==> config.mk <==
export PLATFORM = sky130hd
export DESIGN_NAME = matrix_mac4_flat
export DESIGN_NICKNAME = d
export VERILOG_FILES = /design/src/rtl/matrix_mac4_pkg.sv /design/src/rtl/matrix_mac4_if.sv /design/src/rtl/matrix_mac4_mac_lane.sv /design/src/rtl/matrix_mac4.sv /design/src/flat_wrapper.sv
export SDC_FILE = /design/constraint.sdc
export NUM_CORES = 1
export LEC_CHECK = 0
export CAP_MARGIN = 20
export CORE_MARGIN = 1.5
export CORE_UTILIZATION = 35
export CTS_CLUSTER_DIAMETER = 120
export DETAILED_ROUTE_END_ITERATION = 6
export DONT_BUFFER_PORTS = 1
export PLACE_DENSITY = 0.53
export SLEW_MARGIN = 0
export SYNTH_ARGS = -nofsm -noshare
export SYNTH_HDL_FRONTEND = slang
export SYNTH_SLANG_ARGS = --single-unit
==> constraint.sdc <==
create_clock -name clk -period 5.35 [get_ports clk]
set_clock_uncertainty 0.05 [all_clocks]
set_input_delay 0.2675 -clock clk [delete_from_list [all_inputs] [get_ports clk]]
set_output_delay 0.2675 -clock clk [all_outputs]
set_load 0.1 [all_outputs]
==> src/rtl/matrix_mac4_pkg.sv <==
// matrix_mac4 shared definitions: widths,
// FSM encodings and the saturating add.
package matrix_mac4_pkg;

  localparam int DW = 8;
  localparam int CW = 7;
  localparam int RW = 18;
  localparam int PW = DW + CW;

  localparam logic [RW:0] SAT_MAX =
    {1'b0, {RW{1'b1}}};

  localparam logic [2:0] S_IDLE = 3'd0;
  localparam logic [2:0] S_ACC  = 3'd1;
  localparam logic [2:0] S_EMIT = 3'd2;
  localparam logic [2:0] S_WAIT = 3'd3;
  localparam logic [2:0] S_DONE = 3'd4;

  // acc is never above SAT_MAX, so the
  // RW+1 bit sum cannot itself overflow.
  function automatic logic [RW-1:0] sat_add(
    input logic [RW-1:0] a,
    input logic [PW-1:0] p
  );
    logic [RW:0] s;
    s = {1'b0, a} + {{(RW+1-PW){1'b0}}, p};
    if (s > SAT_MAX) return SAT_MAX[RW-1:0];
    return s[RW-1:0];
  endfunction

endpackage

==> src/rtl/matrix_mac4_if.sv <==
// Stream, coefficient ROM and write-back
// signals of matrix_mac4.
interface matrix_mac4_if;
  import matrix_mac4_pkg::*;

  logic          start;
  logic [DW-1:0] x_in;
  logic          x_valid;
  logic          x_ready;
  logic [3:0]    k_idx;
  logic [3:0]    col_idx;
  logic [CW-1:0] c0, c1, c2, c3;
  logic          web;
  logic [RW-1:0] MU1, MU2, MU3, MU4;
  logic          busy;
  logic          done;

  modport master (
    output start, x_in, x_valid,
    output c0, c1, c2, c3,
    input  x_ready, k_idx, col_idx,
    input  web, MU1, MU2, MU3, MU4,
    input  busy, done
  );

  modport slave (
    input  start, x_in, x_valid,
    input  c0, c1, c2, c3,
    output x_ready, k_idx, col_idx,
    output web, MU1, MU2, MU3, MU4,
    output busy, done
  );

endinterface

==> src/rtl/matrix_mac4_mac_lane.sv <==
// One saturating multiply-accumulate lane;
// clear wins over enable.
module mac_lane
  import matrix_mac4_pkg::*;
(
  input  logic          clk,
  input  logic          rst,
  input  logic          clr_i,
  input  logic          en_i,
  input  logic [DW-1:0] x_i,
  input  logic [CW-1:0] c_i,
  output logic [RW-1:0] acc_o
);

  logic [RW-1:0] acc_q, acc_d;
  logic [PW-1:0] prod;

  assign prod = {{CW{1'b0}}, x_i}
              * {{DW{1'b0}}, c_i};

  // next accumulator value
  always_comb begin
    acc_d = acc_q;
    if (clr_i)     acc_d = '0;
    else if (en_i) acc_d = sat_add(acc_q, prod);
  end

  // accumulator register
  always_ff @(posedge clk or posedge rst) begin
    if (rst) acc_q <= '0;
    else     acc_q <= acc_d;
  end

  assign acc_o = acc_q;

endmodule

==> src/rtl/matrix_mac4.sv <==
// Four-lane dot-product stage feeding the
// write-back RAM, one column per web pulse.
module matrix_mac4
  import matrix_mac4_pkg::*;
#(
  parameter int K     = 4,
  parameter int N_COL = 16,
  parameter int GAP   = 3
) (
  input logic          clk,
  input logic          rst,
  matrix_mac4_if.slave bus
);

  logic [2:0] state_q, state_d;
  logic [3:0] k_q, k_d;
  logic [3:0] col_q, col_d;
  logic [3:0] gap_q, gap_d;
  logic       web_q, web_d;
  logic       done_q, done_d;
  logic       clr, accept;
  logic       last_k, last_col, last_gap;

  logic [3:0][CW-1:0] c_vec;
  logic [3:0][RW-1:0] acc;
  logic [3:0][RW-1:0] mu_q;

  assign c_vec = {bus.c3, bus.c2,
                  bus.c1, bus.c0};

  assign accept   = (state_q == S_ACC)
                  && bus.x_valid;
  assign last_k   = k_q   == 4'(K - 1);
  assign last_col = col_q == 4'(N_COL - 1);
  assign last_gap = gap_q == 4'(GAP - 1);

  for (genvar i = 0; i < 4; i++) begin : g_lane
    mac_lane u_lane (
      .clk   (clk),
      .rst   (rst),
      .clr_i (clr),
      .en_i  (accept),
      .x_i   (bus.x_in),
      .c_i   (c_vec[i]),
      .acc_o (acc[i])
    );
  end

  // sequencing: accumulate, emit, drain gap
  always_comb begin
    state_d = state_q;
    k_d     = k_q;
    col_d   = col_q;
    gap_d   = gap_q;
    web_d   = 1'b0;
    done_d  = 1'b0;
    clr     = 1'b0;
    unique case (state_q)
      S_IDLE: begin
        if (bus.start) begin
          state_d = S_ACC;
          k_d     = '0;
          col_d   = '0;
          clr     = 1'b1;
        end
      end
      S_ACC: begin
        if (accept) begin
          if (last_k) begin
            state_d = S_EMIT;
            k_d     = '0;
          end else begin
            k_d = k_q + 4'd1;
          end
        end
      end
      S_EMIT: begin
        web_d   = 1'b1;
        clr     = 1'b1;
        k_d     = '0;
        gap_d   = '0;
        state_d = S_WAIT;
      end
      S_WAIT: begin
        if (!last_gap) begin
          gap_d = gap_q + 4'd1;
        end else if (last_col) begin
          state_d = S_DONE;
          done_d  = 1'b1;
        end else begin
          col_d   = col_q + 4'd1;
          state_d = S_ACC;
        end
      end
      S_DONE:  state_d = S_IDLE;
      default: state_d = S_IDLE;
    endcase
  end

  // control registers
  always_ff @(posedge clk or posedge rst) begin
    if (rst) begin
      state_q <= S_IDLE;
      k_q     <= '0;
      col_q   <= '0;
      gap_q   <= '0;
      web_q   <= 1'b0;
      done_q  <= 1'b0;
    end else begin
      state_q <= state_d;
      k_q     <= k_d;
      col_q   <= col_d;
      gap_q   <= gap_d;
      web_q   <= web_d;
      done_q  <= done_d;
    end
  end

  // result latch, held until the next emit
  always_ff @(posedge clk or posedge rst) begin
    if (rst)                    mu_q <= '0;
    else if (state_q == S_EMIT) mu_q <= acc;
  end

  assign bus.x_ready = state_q == S_ACC;
  assign bus.busy    = state_q != S_IDLE;
  assign bus.k_idx   = k_q;
  assign bus.col_idx = col_q;
  assign bus.web     = web_q;
  assign bus.done    = done_q;
  assign bus.MU1     = mu_q[0];
  assign bus.MU2     = mu_q[1];
  assign bus.MU3     = mu_q[2];
  assign bus.MU4     = mu_q[3];

endmodule

==> src/flat_wrapper.sv <==
// flat-port wrapper written by rule: the top's interface ports become plain ports
module matrix_mac4_flat import matrix_mac4_pkg::*;
#(
  parameter int K     = 4,
  parameter int N_COL = 16,
  parameter int GAP   = 3
)
  (clk, rst, bus_start, bus_x_in, bus_x_valid, bus_c0, bus_c1, bus_c2, bus_c3, bus_x_ready, bus_k_idx, bus_col_idx, bus_web, bus_MU1, bus_MU2, bus_MU3, bus_MU4, bus_busy, bus_done);
  matrix_mac4_if bus_i ();
  input logic clk;
  input logic rst;
  input wire logic [$bits(bus_i.start)-1:0] bus_start;
  input wire logic [$bits(bus_i.x_in)-1:0] bus_x_in;
  input wire logic [$bits(bus_i.x_valid)-1:0] bus_x_valid;
  input wire logic [$bits(bus_i.c0)-1:0] bus_c0;
  input wire logic [$bits(bus_i.c1)-1:0] bus_c1;
  input wire logic [$bits(bus_i.c2)-1:0] bus_c2;
  input wire logic [$bits(bus_i.c3)-1:0] bus_c3;
  output wire logic [$bits(bus_i.x_ready)-1:0] bus_x_ready;
  output wire logic [$bits(bus_i.k_idx)-1:0] bus_k_idx;
  output wire logic [$bits(bus_i.col_idx)-1:0] bus_col_idx;
  output wire logic [$bits(bus_i.web)-1:0] bus_web;
  output wire logic [$bits(bus_i.MU1)-1:0] bus_MU1;
  output wire logic [$bits(bus_i.MU2)-1:0] bus_MU2;
  output wire logic [$bits(bus_i.MU3)-1:0] bus_MU3;
  output wire logic [$bits(bus_i.MU4)-1:0] bus_MU4;
  output wire logic [$bits(bus_i.busy)-1:0] bus_busy;
  output wire logic [$bits(bus_i.done)-1:0] bus_done;
  assign bus_i.start = bus_start;
  assign bus_i.x_in = bus_x_in;
  assign bus_i.x_valid = bus_x_valid;
  assign bus_i.c0 = bus_c0;
  assign bus_i.c1 = bus_c1;
  assign bus_i.c2 = bus_c2;
  assign bus_i.c3 = bus_c3;
  assign bus_x_ready = bus_i.x_ready;
  assign bus_k_idx = bus_i.k_idx;
  assign bus_col_idx = bus_i.col_idx;
  assign bus_web = bus_i.web;
  assign bus_MU1 = bus_i.MU1;
  assign bus_MU2 = bus_i.MU2;
  assign bus_MU3 = bus_i.MU3;
  assign bus_MU4 = bus_i.MU4;
  assign bus_busy = bus_i.busy;
  assign bus_done = bus_i.done;
  matrix_mac4 #(.K(K), .N_COL(N_COL), .GAP(GAP)) u_core (.clk(clk), .rst(rst), .bus(bus_i));
endmodule
* Word level (Yosys, flattened, before mapping)
Cells that the tools add are included.
** Word-level totals
- Output and inout bits :: 84
- Input bits :: 40
- Bits in registers :: 161
** Operators by class
- $add $sub $neg :: 7
- Muxes and demuxes :: 49
- Reductions and logical operators :: 11
- $mul :: 4
- $lt $le $gt $ge :: 4
- Eq/ne operators :: 12
** Operator list (number)
- $mux 18 :: 16
- $add 18x15->19 :: 4
- $gt 19x18->1 const B :: 4
- $mul 8x7->15 :: 4
- $mux 4 :: 6
- $mux 1 :: 17
- $pmux 4 s2 :: 2
- $mux 3 :: 5
- $add 4x1->4 const B :: 3
- $pmux 3 s4 :: 1
- $pmux 4 s3 :: 1
- $eq 4x2->1 const B :: 2
- $reduce_and 4->1 :: 2
- $eq 3x2->1 const B :: 2
- $ne 2x1->1 const B :: 3
- $ne 2x2->1 const B :: 3
- $reduce_bool 2->1 :: 3
- $reduce_bool 3->1 :: 2
- $eq 4x4->1 const B :: 1
- $eq 3x1->1 const B :: 1
- $logic_not 3->1 :: 1
- $reduce_and 3->1 :: 1
- $pmux 1 s2 :: 1
- $reduce_and 2->1 :: 1
- $logic_and 1x1->1 :: 1

* Longest topological paths before layout
Gate-level depths: netlist of the first run.
- Word-level depth :: 9
- Mapped depth :: 20
- Gate-level depth less buffers :: 17

* Hierarchy
A second synthesis of the first run with hierarchy kept.
** Unflattened totals
- Cell total of the unflattened synthesis :: 1865
- Area, all modules :: 16508.3 um^2
** Modules (own cells, without submodules)
- matrix_mac4 :: cells an instance 398, area each 3593.4 um^2, times used 1
- mac_lane at u_core.g_lane[2].u_lane :: cells an instance 375, area each 3285.7 um^2, times used 1
- mac_lane at u_core.g_lane[0].u_lane :: cells an instance 364, area each 3224.3 um^2, times used 1
- mac_lane at u_core.g_lane[3].u_lane :: cells an instance 361, area each 3221.8 um^2, times used 1
- mac_lane at u_core.g_lane[1].u_lane :: cells an instance 367, area each 3183.1 um^2, times used 1

* Worst setup path after synthesis of the first run
No wires, ideal clock.
- Path kind :: input to register
- Start point :: input port bus_x_in[1]
- End point :: register u_core.g_lane[3].u_lane.acc_q[4]
- Stages on the path :: 19
- Arrival time :: 4.790 ns
- Path slack :: 0.379 ns
- Data required time :: 5.169 ns
- Path through :: clkbuf_1 clkbuf_1 nand2_1 fa_1 fa_1 inv_1 fa_1 inv_1 fa_1 inv_1 ha_1 a21o_1 a221oi_2 o2111ai_1 and3_1 clkbuf_1 clkbuf_1 o21ai_0 o21ai_0
** On the way
- Word-level cells in the longest chain between the ends :: 9
** Ends and longest elaborated chain
- start: declaration :: line flat_wrapper.sv:13 : input wire logic [$bits(bus_i.x_in)-1:0] bus_x_in;
- $mul 8x7->15 * :: line matrix_mac4_mac_lane.sv:19 : * {{DW{1'b0}}, c_i};
- $add 18x15->19 * :: line matrix_mac4_pkg.sv:26 : s = {1'b0, a} + {{(RW+1-PW){1'b0}}, p};
- $gt 19x18->1 :: line matrix_mac4_pkg.sv:27 : if (s > SAT_MAX) return SAT_MAX[RW-1:0];
- $mux 1 :: line matrix_mac4_pkg.sv:27
- $mux 1 :: line matrix_mac4_mac_lane.sv:25 : else if (en_i) acc_d = sat_add(acc_q, prod);
- $mux 1 :: line matrix_mac4_mac_lane.sv:24 : if (clr_i) acc_d = '0;
- $mux 18 * :: line matrix_mac4_pkg.sv:28 : return s[RW-1:0];
- $mux 18 * :: line matrix_mac4_mac_lane.sv:25
- $mux 18 * :: line matrix_mac4_mac_lane.sv:24
- end signal: assignment :: line matrix_mac4_mac_lane.sv:30 : if (rst) acc_q <= '0;
- end signal: assignment :: line matrix_mac4_mac_lane.sv:31 : else acc_q <= acc_d;
- end: declaration :: line matrix_mac4_mac_lane.sv:15 : logic [RW-1:0] acc_q, acc_d;
Mark *: on every way between the ends. The rest lies on a longest branch, timed or not. The select of a mux whose other input is x is not followed.
A chain may end at the register's enable or synchronous reset.

* Worst setup path after layout of the first run
- Start point :: register u_core.g_lane[1].u_lane.acc_q[6]
- End point :: register u_core.g_lane[1].u_lane.acc_q[8]
** On the way
- Word-level cells in the longest chain between the ends :: 8
** Ends and longest elaborated chain (line)
- start: declaration :: matrix_mac4_mac_lane.sv:15
- start signal: assignment :: matrix_mac4_mac_lane.sv:30
- start signal: assignment :: matrix_mac4_mac_lane.sv:31
- $add 18x15->19 * :: matrix_mac4_pkg.sv:26
- $gt 19x18->1 :: matrix_mac4_pkg.sv:27
- $mux 1 :: matrix_mac4_pkg.sv:27
- $mux 1 :: matrix_mac4_mac_lane.sv:25
- $mux 1 :: matrix_mac4_mac_lane.sv:24
- $mux 18 * :: matrix_mac4_pkg.sv:28
- $mux 18 * :: matrix_mac4_mac_lane.sv:25
- $mux 18 * :: matrix_mac4_mac_lane.sv:24
Marked as above.

==> metrics.md, run 1 <==
| Metric | Value |
|---|---|
| Vias in the first global route | `~12000` |
| Input/output buffers | `0` |
| CP dominant cell by count | `inv_1` |
| Yosys reg bits | `161` |
| Clock Latency Late Sink | `between 0.4 and 0.5 ns` |
| Post-Route Setup TNS | `0 ns` |
| Fin. Hold Viols | `0` |
| DIE WIDTH | `217.6 um` |
| R2R cell count | `15` |
| Io pins | `124` |
| CTS tree | `built` |
| CP Class | `flip-flop to flip-flop` |
| Most frequent cells in the layout | `324 x inv_1, 215 x nand2_1, 168 x fa_1` |
| WHS | `between 0.1 and 0.15 ns` |
| Drt wl/cell | `about 16 um` |
| Initial Util | `35.51%` |
| Commonest non-fill, non-tap cell in the layout | `inv_1` |
| Sequential share of the synthesized area | `25.00%` |
| Syn-to-layout area delta | `7.701%` |
| R2r startpoint | `u_core.g_lane[1].u_lane.acc_o[6]` |
| Slew HR | `33.78%` |
| Slowest CP cell | `fa_1` |
| Total GRT Usage | `~17%` |
| Initial DRC count | `494` |
| WHS Path Cells | `4` |
| Routed WL | `38300 um` |
| Final Cycle Share | `83.08%` |
| # rows | `78` |
| Worst-Margin Slew | `just under 1 ns` |
| Worst Hold Class | `input port to flip-flop` |
| Max Freq | `225.0 MHz` |
| Inserted Clock Buffers | `17` |
| Hold path endpoint | `u_core.g_lane[3].u_lane.acc_o[0]` |
| Synthesized Nets | `2109` |
| CP max FO | `16` |
| Buffer depth of the longest clock path | `2` |
| Congestion Overflow GR | `0` |
| Routed vias | `11420` |
| Most used DFF post-synth | `dfrtp_1` |
| Worst r2r dst | `u_core.g_lane[1].u_lane.acc_o[8]` |
| Max-cap violations | `0` |
| Status | `finished, final reports clean` |
| Final #Nets | `around 2100` |
| Core area | `between 40000 and 50000 um2` |
| CP Launch Type | `flip-flop` |
| Sink Count | `161` |
| Final setup violation count | `0` |
| Ratio of cells with drive above 1 in the final layout | `7.724%` |
| GP Congestion | `0.8427` |
| Critical-path cell list | `inv_1 > fa_1 > inv_1 > fa_1 > inv_1 > fa_1 > inv_1 > ha_1 > a21o_1 > a221oi_2 > nand3_2 > a41oi_4 > o21ai_2 > o21ai_0 > nand2_1` |
| Yosys cell types | `65` |
| Post-synth EDFFs | `0` |
| Worst Setup End Kind | `flip-flop` |
| CTS Root Cell | `clkbuf_16` |
| CTS clk-pin slew, worst paths | `0.07 ns` |
| Final HPWL DP | `about 30000 um` |
| Fin. max-slew vios | `0` |
| Slowest cell delay on critical path | `around 0.53 ns` |
| Synth warnings | `0` |
| Fillers | `4570` |
| Largest net degree at the start of global routing | `73` |
| Hold Crit Start | `bus_x_in[0]` |
| Die height | `217.6 um` |
| Final Util | `38.25%` |
| CP Data Required Time | `5.67 ns` |
| Global-route wire length before repair | `64470 um` |
| Die ar. | `47340 um2` |
| Antenna violation net count after detailed routing | `0` |
| Initial antenna violation count | `1` |
| Post-synth design cell area | `~16000 um2` |
| Dpl ws | `about 0.42 ns` |
| Minimum clock period | `4.445 ns` |
| Mapped Avg Cell Area | `9.278 um2` |
| Syn Inst Count | `1737` |
| Vias/cell | `4.917` |
| Drt pass-1 iters | `5` |
| Final Worst Setup Slack | `0.9055 ns` |
| H-tree levels | `4` |
| DR DRC count | `0` |
| RSZ-0062 raised after global routing | `no` |
| Antenna diodes | `0` |
| Flop-to-flop setup slack | `around 0.9 ns` |
| Async SR Flop Fraction | `100.0%` |
| Worst EP arrival | `around 4.8 ns` |
## cell families (layout without fill, tap and decap cells)
kind of cell | after synthesis | in the layout | synth area share, %
AO/OA/AOI/OAI | 280 | 280 | 10.83
XOR/XNOR | 46 | 46 | 2.500
adder cells (fa/ha/maj) | 332 | 332 | 33.60
buffers and inverters | 386 | 371 | 9.052
flip-flops | 161 | 161 | 25.00
multiplexers | 75 | 75 | 5.225
AND/OR/NAND/NOR | 457 | 457 | 13.80
## flip-flops by register name, indices dropped and copies added (netlist names), 3 cells and up
register / flops
u_core.bus.MU1: 18
u_core.bus.MU2: 18
u_core.bus.MU3: 18
u_core.bus.MU4: 18
u_core.bus.col_idx: 4
u_core.bus.k_idx: 4
u_core.g_lane.u_lane.acc_o: 72
u_core.gap_q: 4
u_core.state_q: 3
## worst max path at each step
stage	start	endpoint	cells after the start
CTS	u_core.g_lane[1].u_lane.acc_o[6]	u_core.g_lane[1].u_lane.acc_o[8]	15
detailed placement	bus_c1[1]	u_core.g_lane[1].u_lane.acc_o[8]	17
finish	u_core.g_lane[1].u_lane.acc_o[6]	u_core.g_lane[1].u_lane.acc_o[8]	15
global route	bus_c2[3]	u_core.g_lane[2].u_lane.acc_o[6]	17
floorplan	bus_x_in[1]	u_core.g_lane[3].u_lane.acc_o[4]	19
global placement	bus_c1[1]	u_core.g_lane[1].u_lane.acc_o[17]	17
## per-layer routing
layer  GRT usage, %  wire (um)  up-vias
li1               -          -     5507
met2          28.08      17900      188
met4          5.764        804        0
met3          4.742       2150       37
met5              0          0        -
met1          22.55      17440     5686
## synthesized netlist by cell type, types with 8 or more instances
master    instances  area (um2)
a211oi_1         10       75.07
dfrtp_1         161        4029
nand2_1         215       807.0
nand3_1          24       120.1
a21oi_1          57       285.3
nor3_1           10       50.05
o21ai_0         120       600.6
fa_1            168        3363
nor2_1           29       108.9
inv_1           325        1220
xnor2_1          31       271.5
xor2_1           15       131.4
clkbuf_1         52       195.2
and2_1          137       857.1
mux2_2           73       822.0
nand4_1           8       50.05
and3_1           10       62.56
a21o_1           24       180.2
o211ai_1          8       60.06
ha_1            164        2052
## cell type report
cell class / instances / area (um2) / area share, %
Clock buffer: 17 / 425.4 / 2.451
Clock inverter: 15 / 151.4 / 0.8722
Tap cell: 600 / 750.7 / 4.325
Sequential cell: 161 / 4029 / 23.21
Timing Repair Buffer: 14 / 125.1 / 0.7208
Multi-Input combinational cell: 1190 / 10650 / 61.36
Inverter: 325 / 1225 / 7.057
## per-stage QoR
step	instances	cell area (um2)
after CTS	2321	17340
after floorplan	1737	16120
after global placement	2286	16730
after global routing	2322	17360
final	2322	17360
after detailed placement	2286	16730
## worst max-delay path, delay by kind of cell (launching register included)
kind                       cells  cell delay, ns
adders and majority gates      4            1.88
DFF                            1            0.41
buffers and inverters          4            0.24
AOI/OAI and AO/OA              5            1.51
and+or+nand+nor                2            0.22
## what timing repair did
action	in CTS	in global routing
hold buffers	3	0
gates resized for setup	0	0
endpoints found under the setup margin	0	0
buffers inserted	0	0
hold endpoints to repair	59	0
Power of run 1 is left out: the tool's default activity adds up to more than one toggle a clock period on the data nets, which glitch-free logic cannot reach.
==> inputs of run 2 (changes only) <==
- PLACE_DENSITY: 0.53 -> 0.55
- clock period: 5.35 -> 3.95 ns (I/O delays scaled with it)
==> metrics.md, run 2 (synthesis gave the netlist of run 1 again) <==
| Metric | Value |
|---|---|
| Vias in the first global route | `~12000` |
| Worst Setup SP | `bus_x_in[3]` |
| Largest net degree at the start of global routing | `86` |
| Status | `finished, final reports clean` |
| Antenna diodes | `0` |
| Final Cell Area | `18940 um2` |
| WHS | `around 0.052 ns` |
| H-tree levels | `4` |
| Worst Setup End Kind | `flip-flop` |
| Most frequent cells in the layout | `302 x inv_1, 210 x nand2_1, 164 x fa_1` |
| Die height | `between 200 and 250 um` |
| Slowest cell delay on critical path | `0.53 ns` |
| DR DRC count | `0` |
| Minimum clock period | `between 3 and 4 ns` |
| Ratio of cells with drive above 1 in the final layout | `~19%` |
| Worst EP arrival | `4.22 ns` |
| DP Area | `~18000 um2` |
| Clock Latency Late Sink | `between 0.4 and 0.5 ns` |
| Fin. Hold Viols | `0` |
| Worst-Margin Slew | `1.217 ns` |
| Critical-path cell list | `and2_4 > fa_1 > inv_1 > fa_1 > inv_2 > fa_1 > inv_1 > fa_1 > inv_2 > ha_4 > a21o_1 > a221oi_4 > nand3_2 > a41oi_4 > o2111ai_2 > mux2_4 > a2bb2oi_1` |
| Io pins | `124` |
| Buffer depth of the longest clock path | `2` |
| Largest register FFs | `72` |
| Final Cycle Share | `99.78%` |
| Drt wl/cell | `16.02 um` |
| Initial DRC count | `between 400 and 500` |
| R2R cell count | `15` |
| Flop-to-flop setup slack | `0.02 ns` |
| Commonest non-fill, non-tap cell in the layout | `inv_1` |
| Max-cap violations | `0` |
| Vias/cell | `4.852` |
| Congestion Overflow GR | `0` |
| Fin. max-slew vios | `0` |
| End of the critical path | `u_core.g_lane[1].u_lane.acc_o[17]` |
| Worst Hold Class | `input port to flip-flop` |
| DIE WIDTH | `217.6 um` |
| Routed vias | `approximately 12000` |
| Final #Nets | `2197` |
| Final setup violation count | `0` |
| Initial antenna violation count | `0` |
| CTS tree | `built` |
| Total GRT Usage | `17.45%` |
| CP max FO | `28` |
| Post-Route Setup TNS | `0 ns` |
| Routed WL | `about 39000 um` |
| Syn-to-layout area delta | `17.52%` |
| Max Freq | `253.7 MHz` |
| CP Class | `input port to flip-flop` |
| Sink Count | `161` |
| Die ar. | `47340 um2` |
| CTS Root Cell | `clkbuf_16` |
| CTS clk-pin slew, worst paths | `roughly 0.060 ns` |
| Final HPWL DP | `30210 um` |
| CP dominant cell by count | `fa_1` |
| CP Launch Type | `input port` |
| Initial Util | `35.51%` |
| # rows | `78` |
| Core area | `45380 um2` |
| R2r startpoint | `u_core.g_lane[1].u_lane.acc_o[7]` |
| Worst r2r dst | `u_core.g_lane[1].u_lane.acc_o[17]` |
| Slew HR | `18.85%` |
| Global-route wire length before repair | `64620 um` |
| GP Congestion | `0.8469` |
| CP Data Required Time | `4.23 ns` |
| Antenna violation net count after detailed routing | `0` |
| Input/output buffers | `0` |
| Drt pass-1 iters | `5` |
| Slowest CP cell | `fa_1` |
| RSZ-0062 raised after global routing | `yes` |
| Inserted Clock Buffers | `17` |
-- run 2: changes by cell type in the layout (fill, tap and decap cells not counted), sizes merged --
cell,change
buf,+113
inv,-6
o21ai,+1
bufinv,+2
dlygate4sd3,+1
clkinvlp,+1
clkbuf,+2
clkinv,+2
-- run 2: worst min-delay path by stage --
| stage | from | endpoint | cells past startpoint |
|---|---|---|---|
| 2_1_floorplan | bus_start | u_core.bus.col_idx[3] | 1 |
| 3_3_place_gp | rst | u_core.g_lane[3].u_lane.acc_o[15] | 1 |
| 3_5_place_dp | rst | u_core.g_lane[3].u_lane.acc_o[15] | 1 |
| 4_1_cts | bus_x_in[0] | u_core.g_lane[0].u_lane.acc_o[0] | 4 |
| 5_1_grt | bus_c2[0] | u_core.g_lane[2].u_lane.acc_o[0] | 4 |
| 6_report | bus_x_in[0] | u_core.g_lane[0].u_lane.acc_o[0] | 4 |
-- run 2: area by class of cell --
class | instances | area, um2
Fill cell | 4439 | 26440
Multi-Input combinational cell | 1191 | 11290
Sequential cell | 161 | 4029
Inverter | 325 | 1224
Timing Repair Buffer | 129 | 1057
Tap cell | 600 | 750.7
Clock buffer | 18 | 429.2
Clock inverter | 14 | 163.9
-- run 2: critical path, delay by kind of cell --
kind | cells | cell delay, ns
adder cells (fa/ha/maj) | 5 | 2.26
AO/OA/AOI/OAI | 5 | 1.00
multiplexers | 1 | 0.30
buffers and inverters | 4 | 0.19
AND/OR/NAND/NOR | 2 | 0.26
-- run 2: metrics by stage --
step / cells / worst slack [ns] / utilization [%]
2_1_floorplan: 1737 / -0.6383 / -
3_3_place_gp: 2386 / -0.5069 / 39.32
3_5_place_dp: 2386 / -0.5423 / 39.32
4_1_cts: 2428 / 0.0007652 / 40.87
5_1_grt: 2438 / -0.1249 / 41.74
6_report: 2438 / 0.008710 / 41.74
-- run 2: metal layers --
layer  track usage, %  vias to the layer above  share of wire, %
met5                0                        -                 0
met2            28.79                      176                48
met4            5.810                        0               2.0
met1            21.77                     5864                45
met3            5.132                       44               5.7
li1                 -                     5744                 -
-- run 2: timing repair --
action | CTS | global route
hold buffers | 4 | 0
pin swaps | 19 | 63
setup buffers | 5 | 9
gates cloned | 1 | 1
hold endpoints to repair | 36 | 0
gates resized for setup | 10 | 72
setup endpoints to repair | 32 | 55
Power of run 2 is left out for the same reason.
